===== config.mk =====
export PLATFORM = sky130hd
export DESIGN_NAME = inv_result_fifo_flat
export DESIGN_NICKNAME = d
export VERILOG_FILES = /design/src/rtl/inv_result_fifo_if.sv /design/src/rtl/inv_result_fifo.sv /design/src/flat_wrapper.sv
export SDC_FILE = /design/constraint.sdc
export NUM_CORES = 1
export LEC_CHECK = 0
export ABC_AREA = 1
export BUFFER_PORTS_ARGS = -buffer_cell sky130_fd_sc_hd__buf_2
export CORE_ASPECT_RATIO = 0.8
export CORE_MARGIN = 1
export CORE_UTILIZATION = 40
export CTS_BUF_LIST = sky130_fd_sc_hd__clkbuf_4
export DETAILED_ROUTE_END_ITERATION = 10
export GPL_ROUTABILITY_DRIVEN = 0
export PLACE_DENSITY_LB_ADDON = 0.12
export SETUP_SLACK_MARGIN = 0.2
export SKIP_CTS_REPAIR_TIMING = 1
export SLEW_MARGIN = 20
export SYNTH_ARGS = -nofsm -noshare
export SYNTH_HDL_FRONTEND = slang
export SYNTH_SLANG_ARGS = --single-unit

===== constraint.sdc =====
create_clock -name clk -period 6.74 [get_ports clk]
set_input_delay 1.348 -clock clk [delete_from_list [all_inputs] [get_ports clk]]
set_output_delay 1.348 -clock clk [all_outputs]
set_load 0.02 [all_outputs]

===== src/rtl/inv_result_fifo_if.sv =====
`default_nettype none
// ============================================================================
// inv_result_fifo_if : ALU capture / FIFO drain bundle for inv_result_fifo
// Revision 1.0
// ============================================================================
interface inv_result_fifo_if #(
   parameter int DEPTH = 4
);
   localparam int CNT_W = $clog2(DEPTH) + 1;

   logic [23:0]      alu_result;
   logic             alu_cont;
   logic [23:0]      out_data;
   logic             out_valid;
   logic             out_ready;
   logic [CNT_W-1:0] count;
   logic             full;
   logic             drop;

   modport slave (
      input  alu_result, alu_cont, out_ready,
      output out_data, out_valid, count, full, drop
   );

   modport master (
      output alu_result, alu_cont, out_ready,
      input  out_data, out_valid, count, full, drop
   );
endinterface
`default_nettype wire


===== src/rtl/inv_result_fifo.sv =====
`default_nettype none
// ============================================================================
// inv_result_fifo : edge-triggered capture of sign-magnitude ALU results into
//                   a show-ahead FIFO of two's complement values
// Revision 1.0
// ============================================================================
module inv_result_fifo #(
   parameter int DEPTH = 4
) (
   input  wire logic          clk,
   input  wire logic          rst,
   inv_result_fifo_if.slave   bus
);

   localparam int c_addr_w = $clog2(DEPTH);
   localparam int c_cnt_w  = c_addr_w + 1;
   localparam logic [c_cnt_w-1:0]  c_depth   = c_cnt_w'(DEPTH);
   localparam logic [c_cnt_w-1:0]  c_cnt_one = c_cnt_w'(1);
   localparam logic [c_addr_w-1:0] c_ptr_one = c_addr_w'(1);

   logic [23:0]         r_mem [DEPTH];
   logic [c_addr_w-1:0] r_wr_ptr;
   logic [c_addr_w-1:0] r_rd_ptr;
   logic [c_cnt_w-1:0]  r_count;
   logic                r_cont_q;
   logic                r_drop;

   logic [23:0]         w_mag;
   logic [23:0]         w_conv;
   logic                w_capture;
   logic                w_valid;
   logic                w_full;
   logic                w_pop;
   logic                w_push;

   // A held alu_cont is one result; only its rising edge is a capture.
   assign w_capture = bus.alu_cont & ~r_cont_q;

   // Negative zero has no two's complement form distinct from zero.
   assign w_mag  = {1'b0, bus.alu_result[22:0]};
   assign w_conv = (bus.alu_result[23] && (w_mag != 24'd0)) ? (24'd0 - w_mag) : w_mag;

   assign w_valid = (r_count != '0);
   assign w_full  = (r_count == c_depth);
   assign w_pop   = w_valid & bus.out_ready;
   // A pop frees the slot in the same edge, so full-with-pop still accepts.
   assign w_push  = w_capture & (~w_full | w_pop);

   always_ff @(posedge clk) begin
      if (rst) begin
         r_wr_ptr <= '0;
         r_rd_ptr <= '0;
         r_count  <= '0;
         r_cont_q <= 1'b0;
         r_drop   <= 1'b0;
      end else begin
         r_cont_q <= bus.alu_cont;
         r_drop   <= w_capture & w_full & ~w_pop;
         if (w_push) begin
            r_wr_ptr <= r_wr_ptr + c_ptr_one;
         end
         if (w_pop) begin
            r_rd_ptr <= r_rd_ptr + c_ptr_one;
         end
         case ({w_push, w_pop})
            2'b10:   r_count <= r_count + c_cnt_one;
            2'b01:   r_count <= r_count - c_cnt_one;
            default: r_count <= r_count;
         endcase
      end
   end

   // Storage needs no reset: reads are gated by count.
   always_ff @(posedge clk) begin
      if (!rst && w_push) begin
         r_mem[r_wr_ptr] <= w_conv;
      end
   end

   assign bus.out_valid = w_valid;
   assign bus.out_data  = w_valid ? r_mem[r_rd_ptr] : 24'd0;
   assign bus.count     = r_count;
   assign bus.full      = w_full;
   assign bus.drop      = r_drop;

endmodule
`default_nettype wire


===== src/flat_wrapper.sv =====
// flat-port wrapper written by rule: the top's interface ports become plain ports
module inv_result_fifo_flat 
#(
   parameter int DEPTH = 4
)
  (clk, rst, bus_alu_result, bus_alu_cont, bus_out_ready, bus_out_data, bus_out_valid, bus_count, bus_full, bus_drop);
  inv_result_fifo_if #(.DEPTH(DEPTH)) bus_i ();
  input  wire logic clk;
  input  wire logic rst;
  input wire logic [$bits(bus_i.alu_result)-1:0] bus_alu_result;
  input wire logic [$bits(bus_i.alu_cont)-1:0] bus_alu_cont;
  input wire logic [$bits(bus_i.out_ready)-1:0] bus_out_ready;
  output wire logic [$bits(bus_i.out_data)-1:0] bus_out_data;
  output wire logic [$bits(bus_i.out_valid)-1:0] bus_out_valid;
  output wire logic [$bits(bus_i.count)-1:0] bus_count;
  output wire logic [$bits(bus_i.full)-1:0] bus_full;
  output wire logic [$bits(bus_i.drop)-1:0] bus_drop;
  assign bus_i.alu_result = bus_alu_result;
  assign bus_i.alu_cont = bus_alu_cont;
  assign bus_i.out_ready = bus_out_ready;
  assign bus_out_data = bus_i.out_data;
  assign bus_out_valid = bus_i.out_valid;
  assign bus_count = bus_i.count;
  assign bus_full = bus_i.full;
  assign bus_drop = bus_i.drop;
  inv_result_fifo #(.DEPTH(DEPTH)) u_core (.clk(clk), .rst(rst), .bus(bus_i));
endmodule

==> results_dict.tcl <==
set metrics [dict create \
    crit_family "flip-flops" \
    p_per_area_mw_per_mm2 271 \
    io_buffer_count 57 \
    cts_tree "built" \
    grt-ovfl-total 0 \
    boundaryPins 58 \
    status "finished clean" \
    antenna_cells 0 \
    drc 0 \
    fin_ws_ps 2490 \
    finalClockSkew_ps 23.2 \
    seqCellArea_mm2 0.00310 \
    worst_slew_pin_slew_ps 966 \
    viasPerCell 4.85 \
    place_inst 756 \
    fmax_mhz 235 \
    rsz0062_at_grt "no" \
    die_area_mm2 0.0133 \
    layout_commonest_cell "nor2_1" \
    drt_iter0_markers 288 \
    period_share 0.630 \
    initial_core_util 0.417 \
    grt_max_degree 50 \
    fin_nets 630 \
    fillers 1196 \
    slew_headroom 0.355 \
    grt_pass1_wl_um 18400 \
    ant_nets 0 \
    layout-drive-gt1-share 0.170 \
    irDropWorstVdd_uv 95.2 \
    p_leak_nw 2.27 \
    insertion_delay_ps 450 \
    power.total_mw 1.55 \
    multi_input_area_mm2 0.00180 \
    place_hpwl_um 7550 \
    fin_setup_tns_ps 0 \
    ys_seq_area_frac 0.603 \
    cts.reportedPaths.clkPinSlew_ps 180 \
    crit_required_ps 5390 \
    crit_path_start_kind "register" \
    first_pass_iters 5 \
    final_area_mm2 0.00572 \
    finalHoldViolCount 0 \
    clock-sinks 107 \
    avgSynthCellArea_um2 9.46 \
    yosys.cell_types.count 27 \
    max-cap-violations 0 \
    hp-class "reg2reg" \
    fin_crit_ps 4250 \
    wl_met3_um 741 \
    syn-num-nets 578 \
    antenna_found_initial 0 \
    fp.dieW_um 129 \
    synthesis.area_mm2 0.00514 \
    slowest_stage "dfxtp_1" \
    drv_slew 0 \
    end_kind "output port" \
    cp.arrival_ps 2900 \
    htreeDepth 3 \
    top_layer "met4" \
    area_delta_synth_final_pct 11.2 \
    cts_root_buf "clkbuf_4" \
    pre_cts_slack_ps 3000 \
    vias 3744 \
    setup_viol 0 \
    clockBufferDepth 2 \
    crit_buf_inv 2 \
    row_count 36 \
    path_cells "inv_1 -> nor2_1 -> o21ai_0 -> a21oi_1 -> buf_2" \
    wire_per_inst_um 14.6 \
    cts_inserted_buffers 9 \
    dpl_cell_area_mm2 0.00560 \
    yosysWarnings 0 \
    grt_pass1_vias 3570 \
    routed-wl-met2_um 4740 \
    ys_ff_latch 107 \
    wl_met1_um 5640 \
    crit_path_max_fanout 25 \
    cpPeakStageDelay_ps 990 \
    postSynthCellCount 544 \
    routed_wl_um 11300 \
    grt_usage 0.185 \
    die_y_um 103 \
    instances_no_fill 772 \
    final_cell_mix "125 x nor2_1, 96 x edfxtp_1, 89 x nand2_1" \
    coreArea_mm2 0.0123 \
    worstSetupPathType "reg2out" \
]
[per-layer routing]
layer	vias up	track usage
met5	-	0
met4	0	0.0525
met3	9	0.0252
met2	98	0.290
met1	1711	0.271
li1	1926	-
[report_power, final]
group / internal (mW) / switching, mW
Combinational: 0.133 / 0.343
Sequential: 0.759 / 0.0155
Clock: 0.0819 / 0.218
Total: 0.974 / 0.576
[final timing paths]
path / startpoint / cells past startpoint / slack, ps / end
hold / removal: u_core.r_cont_q / 1 / 440 / u_core.bus.drop
hold reg to reg: u_core.r_cont_q / 1 / 440 / u_core.bus.drop
setup / recovery: register / 5 / 2490 / bus_out_data[6]
setup reg to reg: u_core.bus.count[1] / 6 / 4580 / u_core.r_mem[1][20]
[registers in the layout, indices dropped and copies added, names as in the netlist, named ones only]
| register | cells |
|---|---|
| u_core.bus.count | 3 |
| u_core.bus.drop | 1 |
| u_core.r_cont_q | 1 |
| u_core.r_mem | 96 |
| u_core.r_rd_ptr | 2 |
| u_core.r_wr_ptr | 2 |
[Yosys cell counts (all sizes together)]
cell type	instances	area [um^2]
a21oi	31	155
xor2	6	52.6
buf	7	45.0
nand4	8	50.1
o21ai	55	275
fa	1	20.0
a21boi	1	7.51
nand2	97	398
nor2	138	564
ha	5	62.6
edfxtp	96	2880
clkbuf	13	48.8
nand3	29	170
inv	42	160
nor4	1	6.26
dfxtp	11	220
xnor2	3	26.3
[area by class of cell]
cell class	instances	area share
clock buffers	9	0.0118
flip-flops and latches	107	0.542
inverters	42	0.0280
multi-input cells	375	0.315
well taps	171	0.0374
repair buffers	61	0.0551
clock inverters	7	0.0103
[through the flow]
stage,utilization,hold slack (ps)
2_1_floorplan,-,399
3_3_place_gp,0.453,403
3_5_place_dp,0.453,413
4_1_cts,0.464,441
5_1_grt,0.464,472
6_report,0.464,436
[cell families (layout without fill, tap and decap cells)]
kind of cell,Yosys count,in the layout,share of synthesized area
buf+inv,62,119,0.0494
compound gates,87,87,0.0851
flops,107,107,0.603
simple gates,273,273,0.231
xor+xnor,9,9,0.0153
fa+ha+maj,6,6,0.0161
Power figures use the tool's default switching activity.
